===== src/rtl/prio_pkg.sv =====
// Shared types and constants for the sequential priority encoder.
package prio_pkg;

    typedef enum logic [0:0] {
        IDLE = 1'b0,
        HOLD = 1'b1
    } state_e;

    localparam logic MODE_FIXED = 1'b0;
    localparam logic MODE_RR    = 1'b1;

    // Search direction for prio_scan
    localparam logic SCAN_UP    = 1'b0;
    localparam logic SCAN_DOWN  = 1'b1;

endpackage


===== src/rtl/prio_scan.sv =====
// Combinational wrapped search: first set bit of req_i starting at start_i,
// walking up or down modulo N.
module prio_scan
    import prio_pkg::*;
#(
    parameter int unsigned N  = 4,
    parameter int unsigned IW = $clog2(N)
) (
    input  logic [IW-1:0] start_i,
    input  logic          dir_i,
    input  logic [N-1:0]  req_i,
    output logic [IW-1:0] idx_o,
    output logic          found_o
);

    logic [N-1:0] up_win;
    logic [N-1:0] dn_win;

    function automatic logic [IW-1:0] wrap_pos(input int p);
        int q;
        q = p;
        if (q < 0) q = q + int'(N);
        else if (q >= int'(N)) q = q - int'(N);
        return IW'(q);
    endfunction

    // up_win[k] = req[(start+k) mod N]; dn_win[N-1-k] = req[(start-k) mod N]
    always_comb begin
        up_win  = N'({req_i, req_i} >> start_i);
        dn_win  = N'({req_i, req_i} >> ((IW+1)'(start_i) + (IW+1)'(1)));
        idx_o   = '0;
        found_o = 1'b0;
        for (int k = 0; k < int'(N); k++) begin
            if (!found_o) begin
                if (dir_i == SCAN_UP && up_win[k]) begin
                    found_o = 1'b1;
                    idx_o   = wrap_pos(int'(start_i) + k);
                end else if (dir_i == SCAN_DOWN && dn_win[N-1-k]) begin
                    found_o = 1'b1;
                    idx_o   = wrap_pos(int'(start_i) - k);
                end
            end
        end
    end

endmodule


===== src/rtl/prio_encoder_seq.sv =====
// Registered priority encoder with fixed / round-robin arbitration and a
// valid/ready output holding one result until it is transferred.
module prio_encoder_seq
    import prio_pkg::*;
#(
    parameter int unsigned N  = 4,
    parameter int unsigned IW = $clog2(N)
) (
    input  logic          clk,
    input  logic          rst_n,
    input  logic [N-1:0]  req,
    input  logic          mode,
    input  logic          out_ready,
    output logic          out_valid,
    output logic [IW-1:0] idx,
    output logic          multi
);

    localparam logic [IW-1:0] LAST_IDX = IW'(N - 1);

    state_e        state_q, state_d;
    logic [IW-1:0] idx_q, idx_d;
    logic [IW-1:0] last_q, last_d;
    logic          multi_q, multi_d;

    logic          transfer_c;
    logic          capture_c;
    logic          multi_c;
    logic [IW-1:0] last_eff_c;
    logic [IW-1:0] rr_start_c;
    logic [IW-1:0] scan_start_c;
    logic          scan_dir_c;
    logic [IW-1:0] scan_idx_c;
    logic          scan_found_c;

    // A transferring result becomes "last" for the search in the same cycle
    always_comb begin
        transfer_c   = (state_q == HOLD) && out_ready;
        last_eff_c   = transfer_c ? idx_q : last_q;
        rr_start_c   = (last_eff_c == LAST_IDX) ? '0 : last_eff_c + IW'(1);
        scan_start_c = (mode == MODE_FIXED) ? LAST_IDX : rr_start_c;
        scan_dir_c   = (mode == MODE_FIXED) ? SCAN_DOWN : SCAN_UP;
        multi_c      = (req & (req - N'(1))) != '0;
        capture_c    = ((state_q == IDLE) || transfer_c) && scan_found_c;
    end

    prio_scan #(
        .N  (N),
        .IW (IW)
    ) u_scan (
        .start_i (scan_start_c),
        .dir_i   (scan_dir_c),
        .req_i   (req),
        .idx_o   (scan_idx_c),
        .found_o (scan_found_c)
    );

    always_ff @(posedge clk) begin
        if (!rst_n) begin
            state_q <= IDLE;
            idx_q   <= '0;
            multi_q <= 1'b0;
            last_q  <= LAST_IDX;
        end else begin
            state_q <= state_d;
            idx_q   <= idx_d;
            multi_q <= multi_d;
            last_q  <= last_d;
        end
    end

    always_comb begin
        state_d = state_q;
        idx_d   = idx_q;
        multi_d = multi_q;
        last_d  = last_q;
        if (transfer_c) begin
            last_d = idx_q;
        end
        if (capture_c) begin
            state_d = HOLD;
            idx_d   = scan_idx_c;
            multi_d = multi_c;
        end else if (transfer_c) begin
            state_d = IDLE;
        end
    end

    assign out_valid = (state_q == HOLD);
    assign idx       = idx_q;
    assign multi     = multi_q;

endmodule


===== config.mk =====
export PLATFORM = sky130hd
export DESIGN_NAME = prio_encoder_seq
export DESIGN_NICKNAME = d
export VERILOG_FILES = /design/src/rtl/prio_pkg.sv /design/src/rtl/prio_scan.sv /design/src/rtl/prio_encoder_seq.sv
export SDC_FILE = /design/constraint.sdc
export NUM_CORES = 1
export LEC_CHECK = 0
export ABC_AREA = 1
export ABC_CLOCK_PERIOD_IN_PS = 2100
export BUFFER_PORTS_ARGS = -buffer_cell sky130_fd_sc_hd__buf_2
export CORE_UTILIZATION = 31
export DETAILED_ROUTE_END_ITERATION = 10
export PLACE_DENSITY = 0.49
export SYNTH_ARGS = -nofsm -noshare
export SYNTH_HDL_FRONTEND = slang
export SYNTH_SLANG_ARGS = --single-unit

===== constraint.sdc =====
create_clock -name clk -period 2.1 [get_ports clk]
set_input_delay 0.105 -clock clk [delete_from_list [all_inputs] [get_ports clk]]
set_output_delay 0.105 -clock clk [all_outputs]
set_load 0.02 [all_outputs]

After elaboration in Yosys (flattened, before gate mapping) --
Cells that the tools add are included.
Word-level totals: register bits 6, output and inout port bits 4
Operators by class: $add $sub $neg 23, order comparisons 14, equality and inequality tests 1, shift-type cells 2, multiplexer cells 42, bitwise logic cells 2, reductions and logical operators 13
Operator list (number):
- 2-to-1 mux 2 bit | 28
- < comparator 3 x 1 -> 1 bit, second input constant | 6
- adder 2 x 1 -> 2 bit, second input constant | 8
- 2-to-1 mux 1 bit | 14
- subtractor 2 x 1 -> 2 bit, second input constant | 7
- greater-or-equal comparator 3 x 4 -> 1 bit, second input constant | 3
- logical AND 1 bit | 10
- greater-or-equal comparator 3 bit, second input constant | 3
- >> shifter 8 x 2 -> 4 bit | 1
- >> shifter 8 x 3 -> 4 bit | 1
- adder 2 x 1 -> 3 bit, second input constant | 2
- adder 2 x 2 -> 3 bit, second input constant | 2
- subtractor 2 x 2 -> 3 bit, second input constant | 2
- bitwise AND 4 bit | 1
- nonzero test 4 bit | 1
- subtractor 4 x 1 -> 4 bit, second input constant | 1
- greater-or-equal comparator 2 x 3 -> 1 bit, second input constant | 1
- subtractor 2 x 1 -> 3 bit, second input constant | 1
- == test 2 bit, second input constant | 1
- < comparator 2 x 1 -> 1 bit, second input constant | 1
- nonzero test 2 bit | 1
- logical OR 1 bit | 1
- NOT 1 bit | 1

Depth between registers and ports, before layout --
Gate-level depths: netlist of the first run.
depth in word-level cells 19, gate-level depth with buffers 16, depth with buffers taken out 16

Modules after synthesis --
From an unflattened synthesis of the first run, not the netlist that was laid out.
Unflattened totals: cells, all modules 103, area total of the unflattened synthesis 564.3 µm²
Modules (own cells, without submodules):
- prio_encoder_seq | times used 1, cells an instance 44, area an instance 284.0 µm²
- prio_scan | times used 1, cells an instance 59, area an instance 280.3 µm²

Worst setup path after synthesis of the first run --
Ideal clock, no wire load.
path type register to register, from register state_q (netlist: out_valid), to register idx_q[1] (netlist: idx[1]), setup time 0.111 ns, data arrival time 1.681 ns, slack 0.307 ns, stages on the path, launching flop included 14, period minus slack after synthesis 1.793 ns, cell sequence dfxtp_1 -> nand3_1 -> nand2_4 -> nand2_4 -> nand2_2 -> nand2_2 -> nand2_2 -> nand3_1 -> nand2_1 -> nor2_2 -> nor2_2 -> nand2_1 -> nor2_1 -> nor2_1
Between the ends: word-level cells in the longest chain between the ends 19, elaborated cells on any way between the ends 90, classes of those cells add/sub (22); order compare (14); eq/ne (1); shift (2); mux (39); bitwise (1); reduce/logical (11)
RTL lines:
- start, declared | RTL line prio_encoder_seq.sv:21 | state_e state_q, state_d;
- start signal, assigned | RTL line prio_encoder_seq.sv:65 | state_q <= state_d;
- logical AND 1 bit | RTL line prio_encoder_seq.sv:38 | transfer_c = (state_q == HOLD) && out_ready;
- 2-to-1 mux 2 bit | RTL line prio_encoder_seq.sv:39 | last_eff_c = transfer_c ? idx_q : last_q;
- adder 2 x 1 -> 2 bit or == test 2 bit (tied branches) | RTL line prio_encoder_seq.sv:40 | rr_start_c = (last_eff_c == LAST_IDX) ? '0 : last_eff_c + IW'(1);
- 2-to-1 mux 2 bit | RTL line prio_encoder_seq.sv:40
- 2-to-1 mux 2 bit | RTL line prio_encoder_seq.sv:41 | scan_start_c = (mode == MODE_FIXED) ? LAST_IDX : rr_start_c;
- adder 2 x 1 -> 3 bit (tied with other cells) | RTL line prio_scan.sv:30, prio_scan.sv:37
- >> shifter 8 x 3 -> 4 bit or 2-to-1 mux 2 bit (tied branches) | RTL line prio_scan.sv:30, prio_scan.sv:23
- logical AND 1 bit or 2-to-1 mux 2 bit (tied branches) | RTL line prio_scan.sv:38, prio_scan.sv:22
- [... 3 more ...]
- 2-to-1 mux 2 bit | RTL line prio_scan.sv:35 | if (dir_i == SCAN_UP && up_win[k]) begin
- 2-to-1 mux 2 bit | RTL line prio_scan.sv:34 | if (!found_o) begin
- 2-to-1 mux 2 bit | RTL line prio_scan.sv:38 | end else if (dir_i == SCAN_DOWN && dn_win[N-1-k]) begin
- 2-to-1 mux 2 bit | RTL line prio_scan.sv:35
- 2-to-1 mux 2 bit | RTL line prio_scan.sv:34
- 2-to-1 mux 2 bit | RTL line prio_scan.sv:38
- 2-to-1 mux 2 bit | RTL line prio_scan.sv:35
- 2-to-1 mux 2 bit | RTL line prio_scan.sv:34
- end signal, assigned | RTL line prio_encoder_seq.sv:66 | idx_q <= idx_d;
- end, declared | RTL line prio_encoder_seq.sv:22 | logic [IW-1:0] idx_q, idx_d;
Parallel ways exist; a longest one is shown, timed or not. A chain may end at the register's enable or synchronous reset.

Worst setup path in the final report of the first run --
from register state_q (netlist: out_valid), to register idx_q[0] (netlist: idx[0])
Same word-level chain as after synthesis.

==> results of run 1 <==
## power by group
part | total, mW | internal, mW | switching [mW]
sequential | 0.142 | 0.130 | 0.0118
clock | 0.113 | 0.0651 | 0.0481
combinational | 0.284 | 0.0947 | 0.189
## per-stage QoR
stage	setup slack [ps]	instance area [um^2]	hold slack, ps	utilization, %	power (mW)
floorplan	307.4	716.9	174.4	-	0.3700
global placement	202.7	802.0	346.7	36.61	0.4307
detailed placement	187.4	802.0	349.3	36.61	0.4303
CTS	175.8	824.5	91.39	37.64	0.5446
global route	61.61	825.8	95.34	37.69	0.5852
finish	268.6	825.8	91.74	37.69	0.5393
## cells in the final DEF (no fill, tap or decap), drive strengths merged, types with 2 or more instances in the layout
cell type / instances
nand2: 50
inv: 15
nand3: 15
nor2: 14
buf: 11
dfxtp: 6
a21oi: 3
clkbuf: 3
o21ai: 3
nor3: 2
## cells by family after synthesis
family	count (synthesis)	synth area share (%)
buf+inv	16	8.550
compound gates	9	8.027
simple gates	83	66.67
flops	6	16.75
## registers in the layout, summed over array words and instances (netlist names)
signal     flops
last_q         2
idx            2
multi          1
out_valid      1
## cells in the mapped netlist (2+ instances only)
cell                      count  share of area, %
sky130_fd_sc_hd__nand2_1     31                16
sky130_fd_sc_hd__nand2_2     13                11
sky130_fd_sc_hd__inv_1       12               6.3
sky130_fd_sc_hd__nand3_1     12               8.4
sky130_fd_sc_hd__nor2_1      10               5.2
sky130_fd_sc_hd__dfxtp_1      6                17
sky130_fd_sc_hd__nand2_4      6               9.4
sky130_fd_sc_hd__a21oi_1      3               2.1
sky130_fd_sc_hd__inv_2        3               1.6
sky130_fd_sc_hd__nor2_2       3               2.6
sky130_fd_sc_hd__nand3_2      2               2.8
sky130_fd_sc_hd__nor3_1       2               1.4
## layer usage
| layer | vias up | routed length (um) | global-route usage [%] | share of wire, % |
|---|---|---|---|---|
| met3 | 2 | 46 | 1.852 | 2.9 |
| met2 | 17 | 783 | 26.22 | 50 |
| met1 | 311 | 721 | 16.45 | 46 |
| met5 | - | 0 | 0 | 0 |
| li1 | 388 | - | - | - |
| met4 | 0 | 14 | 7.143 | 0.89 |
## what timing repair did
action	in CTS	in global routing
buffers inserted	0	0
gates resized for setup	0	1
setup endpoints to repair	0	3
hold buffers	0	0
## worst paths after layout
path                                 from        end  slack (ps)  cells past startpoint
worst min register to register      multi      multi         480                      2
worst min-delay path                rst_n  last_q[1]          90                      2
worst max register to register  out_valid     idx[0]         270                     13
worst max-delay path            out_valid     idx[0]         270                     13
## final cells by class
| cell class | instances | area (um^2) | area share [%] |
|---|---|---|---|
| inverter | 15 | 56.30 | 6.818 |
| multi-input combinational | 92 | 535.5 | 64.85 |
| tap | 28 | 35.03 | 4.242 |
| clock buffer | 3 | 22.52 | 2.727 |
| timing repair buffer | 11 | 55.05 | 6.667 |
| sequential | 6 | 121.4 | 14.70 |
## critical path, stage by stage, from the launching register on
cell and delay (ps):
sky130_fd_sc_hd__dfxtp_2 380, sky130_fd_sc_hd__nand2_2 90, sky130_fd_sc_hd__nand2_1 70, sky130_fd_sc_hd__nand2_1 110
sky130_fd_sc_hd__nand2_4 120, sky130_fd_sc_hd__nand3_4 100, sky130_fd_sc_hd__nand2_2 110, sky130_fd_sc_hd__nand3_1 130
sky130_fd_sc_hd__nand2_1 140, sky130_fd_sc_hd__nor2_2 50, sky130_fd_sc_hd__nor2_2 190, sky130_fd_sc_hd__nand2_1 80
sky130_fd_sc_hd__nor2_1 90, sky130_fd_sc_hd__nor2_1 50
==> results.txt, run 1 <==
The maximum resistive drop on vdd is 0.2058 mV. The layout overhead on the synthesized area came out at 15.18%. The number of design-rule violations left by the first detailed-router iteration is 13. CTS placed an instance of sky130_fd_sc_hd__clkbuf_4 at the clock tree root.

At the later pin of the worst-skew pair, clock insertion delay measures 250 ps. The initial utilization of the core area, before any placement, comes to 32.72%. In the finished design, the share of the clock period the worst path needs comes to 87.21%. Once placement completed, the tool counted placed cells totaling 152. The mapped netlist covers 716.9 um^2. The maximum fanout count along the critical path is 7. The count of non-filler cells in the finished layout is 155. No sink is reached through more buffers than the 2 on the longest clock path. The final count of pins violating max slew came out at 0.

The die width came out at 50.09 um. The number of vias after detailed routing came out at 718. Across the run, the number of max-cap violations was 0. The min-delay analysis places its worst path in the category input pin to register. The number of hold violations in the final report came to 0. The count of distinct cell types in the synthesized netlist is 23.

The clock-pin transition on the worst setup and hold timing paths came out at 50 ps. Dividing the detail-routed wire length by the instance count gives 10.10 um. In the final layout, the share of cells above drive strength 1 is 36.22%.

Yosys mapped a number of flops with a built-in enable equal to 0. The area of the die is 0.002509 mm^2. The Yosys step of the flow raised 0 warnings. The number of antenna violations at the first check in global routing came out at 0. The count of H-tree levels built during CTS is 1. After synthesis, flip-flops and latches occupy 16.75% of the total area. The congestion estimate from routability-driven global placement came to 0.9075. The final HPWL from detailed placement came out at 1340 um. For the pin with the worst max-slew slack, the measured transition is 282.0 ps. The count of pins on the block boundary came out at 12. The worst-case clock skew is 6.879 ps. TritonCTS built the clock tree. The wire length of the first global-routing pass is 2780 um. The via count of the first global-routing pass is 695.

The area of the core region is 0.002191 mm^2. The total setup violations reported at the end of the flow is 0. The worst endpoint required time came out at 2250 ps. The number of inserted diodes came out at 0. In the routed layout, each cell is associated on average with a via count of 4.632. The remaining design rule violation count is 0. After floorplanning, the core was divided into 17 placement rows. The nature of the critical path startpoint is a register. Setup repair after global routing left no endpoint under its margin. The leakage power summed over all cells is 0.4463 nW. The residual overflow from global routing came out at 0. The filler cells instantiated in the layout total 246. TritonCTS created 3 clock buffers. The detailed-router iteration count before antenna repair is 4. Data arrives at the worst endpoint at 1980 ps. The setup path with the least slack is of type register to register. In the global route stage, overall resource usage came out at 14.56%. The sink count of the clock tree came out at 6. The headroom to the max-slew limit is 81.00%. The sum of routed wire length over all layers is 1565 um. The number of instances in the synthesized netlist is 114.

The share of synthesized registers carrying an async set or reset came out at 0%. The total power per unit cell area is 653.1 mW/mm^2. The run finished with clean final reports.

The synthesized netlist net count is 122. The average instance area after synthesis is 6.289 um^2. The residual antenna-violating net count after detailed routing is 0. Entering global routing, the biggest net connects 12 pins. The highest clock frequency the design can meet is 546.0 MHz. The final critical-path required period came out at 1831 ps. The total negative setup slack came out at 0 ps. The overall die height came out at 50.09 um. In the synthesized netlist the dominant register cell turns out to be sky130_fd_sc_hd__dfxtp_1. The worst setup path is captured at a register. The number of nets in the finished design is 137. The number of buffers inserted by port buffering is 11.

Counting flops and latches in the post-synthesis netlist gives 6.
No activity file was read; power rests on OpenSTA's default activity.
==> run 2, diff against run 1 <==
==> constraint.sdc (replaced) <==
create_clock -name clk -period 2.1 [get_ports clk]
set_input_delay 0.42 -clock clk [delete_from_list [all_inputs] [get_ports clk]]
set_output_delay 0.42 -clock clk [all_outputs]
set_load 0.02 [all_outputs]
==> run 2 against run 1 <==
Net effect: worst setup slack better by 25 ps; routed wire length is 1.4% higher; fmax is 1.4% higher; sequential power hardly changed; die area stayed put; global-route usage is 0.62 points higher; final cell count stayed put; first-iteration DRC count is 31% lower; critical path depth is 2 higher; critical endpoint unchanged; largest cell class unchanged.
==> results.txt, run 2 (synthesis gave the netlist of run 1 again) <==
In this run the tool buffered the top-level ports with 11 buffer cells. After detailed routing, the number of vias per cell comes to 4.542. The worst hold path begins at rst_n. The reg-to-reg endpoint is idx[0].

The remaining design rule violation count came out at 0. The detailed-routed wire length on met2 is 820 um. Once placement finished, the instance area stood at 802.0 um^2. The floorplan step set the die width to 50.09 um. The count of non-filler cells in the finished layout is 155. The row count is 17. The highest clock frequency the design can meet is 553.6 MHz. The number of design-rule violations left by the first detailed-router iteration came out at 9. Walking the worst path, the cells encountered are nand2_2 -> nand2_2 -> nand2_4 -> nand2_4 -> nand2_1 -> nand2_1 -> inv_2 -> nand2_1 -> nand2_1 -> nand4_4 -> nor2_2 -> nor2_2 -> nand2_1 -> nor2_1 -> nor2_1. The library cells used most frequently in the layout, excluding fill and tap cells, are sky130_fd_sc_hd__nand2_1 (31), sky130_fd_sc_hd__nand2_2 (13), sky130_fd_sc_hd__inv_1 (12), sky130_fd_sc_hd__nand3_1 (12), sky130_fd_sc_hd__buf_2 (11).

The root buffer cell chosen for the clock tree is sky130_fd_sc_hd__clkbuf_4. The residual overflow from global routing came out at 0. TritonCTS built the clock tree. The number of buffers on the longest clock path came out at 2.

The final count of pins violating max slew is 0. The first detailed-routing pass ran for 4 iterations. The longest individual stage delay on the worst path is 380 ps.

The final HPWL from detailed placement came out at 1383 um. The number of inserted diodes came out at 0. The overall power consumption came out at 533.1 uW. In this design, the critical path's most frequently occurring cell is sky130_fd_sc_hd__nand2_1. The slowest cell on the critical path is sky130_fd_sc_hd__dfxtp_2. Headroom to the max-slew limit came out at 79.94%. Setup repair after global routing left no endpoint under its margin.

The total negative setup slack came out at 0 ps. The share of post-route cells with drive strength above 1 came out at 36.22%. The count of pins on the block boundary is 12.

The aggregate global-route resource usage came out at 15.17%. The count of H-tree levels built during CTS came out at 1. The pin slew with the least headroom to its limit came out at 300.9 ps. The highest layer touched by signal routing is met4. Leaving out fill and tap cells, the most frequent cell in the layout is sky130_fd_sc_hd__nand2_1.

After detailed routing, the average wire length per cell comes to 10.24 um. The area of the core region came out at 0.002191 mm^2. The routed design could run at a clock period as short as 1806 ps. The total power per unit cell area is 645.6 mW/mm^2.

For this run, the share of the core covered by cells in the final layout is 37.69%. The sum of routed wire length over all layers came out at 1587 um. The total setup violations reported at the end of the flow came out at 0. The sink count of the clock tree is 6.

The floorplan step defined a die boundary enclosing 0.002509 mm^2. Of all nets on the critical path, the largest fanout is 8. The number of hold violations in the final report is 0.

After detailed placement, the design holds a cell count of 152. The depth of the worst register-to-register path came out at 15. The layout overhead on the synthesized area came out at 15.18%.

The worst-case register-to-register setup slack came out at 290 ps. The worst hold path terminates at last_q[0]. At the worst endpoint, the arrival time is 1940 ps. The residual antenna-violating net count after detailed routing is 0. The final estimated routing congestion in global placement is 0.8618. Across the routed clock network, the largest skew measured is 3.730 ps. For the worst setup path, the data required time is 2230 ps. The critical path in this run is classified as register to register. The path class of the tightest hold or removal check is input pin to register. The final cell area excluding filler cells came out at 825.8 um^2. The worst register-to-register path begins at out_valid. The number of nets in the finished design came out at 137. The largest net degree at the start of global routing is 12. The routed length on met1 is 710 um. The clock latency reported for the late side of the worst-skew pair is 240 ps. The number of antenna violations at the first check in global routing is 0. The worst hold path passes through 2 cells. The number of vias after detailed routing came out at 704. The nature of the critical path endpoint is a register. The die is 50.09 um tall. The TritonCTS buffer count came out at 3.

The run finished with clean final reports. The amount of wire on met3 after detailed routing came out at 37 um. The starting utilization of the core area is 32.72%. Clock-pin slew was measured on the worst setup and hold paths at 50 ps.

The total of fill cells in the finished design is 251. The number of violations of the max-capacitance limit came out at 0. The maximum resistive drop on vdd came out at 0.1977 mV.

After layout, the worst path uses 86.02% of the clock period. The via count of the first global-routing pass came out at 669. The nature of the critical path startpoint is a register. The leakage power summed over all cells came out at 0.4463 nW. The wire length of the first global-routing pass is 2849 um.

The post-CTS setup-driven buffer insertion count came out at 0.
run 2: cell counts in the layout (fill, tap and decap cells not counted):
Identical to the previous run, type by type.
run 2: through the flow:
step	setup WS (ps)	hold WS (ps)
after floorplan	307.4	489.4
after global placement	78.51	467.7
after detailed placement	84.25	479.6
after CTS	191.9	411.6
after global routing	76.46	415.5
final	293.6	416.3
run 2: worst max-delay path, delay by kind of cell, from the launching register on:
family,cells,cell delay (ps)
buffers and inverters,1,50
and+or+nand+nor,14,1240
DFF,1,380
run 2: where the power goes:
part | leakage (nW) | switching (mW) | internal, mW | total [mW]
clock | 0.0138 | 0.0426 | 0.0647 | 0.107
sequential | 0.0500 | 0.0112 | 0.130 | 0.142
combinational | 0.382 | 0.189 | 0.0947 | 0.284
run 2: worst max-delay path by stage:
stage	startpoint	to	slack, ps	depth (start not counted)
after detailed placement	out_ready	idx[1]	80	14
final	out_valid	idx[0]	290	15
after CTS	out_valid	idx[0]	190	15
after global routing	out_valid	idx[0]	80	13
after global placement	out_ready	idx[1]	80	14
after floorplan	out_valid	idx[1]	310	13
run 2: repair_timing:
action | in CTS | in global routing
endpoints found under the hold margin | 0 | 0
gates resized for setup | 0 | 1
setup endpoints to repair | 0 | 4
hold buffers | 0 | 0
run 2: area by class of cell:
type | instances | area [um^2] | area share [%]
clock buffer | 3 | 22.52 | 2.727
tap | 28 | 35.03 | 4.242
inverter | 15 | 56.30 | 6.818
multi-input combinational | 92 | 535.5 | 64.85
timing repair buffer | 11 | 55.05 | 6.667
sequential | 6 | 121.4 | 14.70
run 2: per-layer routing:
metal	GRT usage (%)	up-vias
met2	26.22	14
met5	0	-
met1	17.67	302
li1	-	386
met3	1.852	2
met4	8.571	0
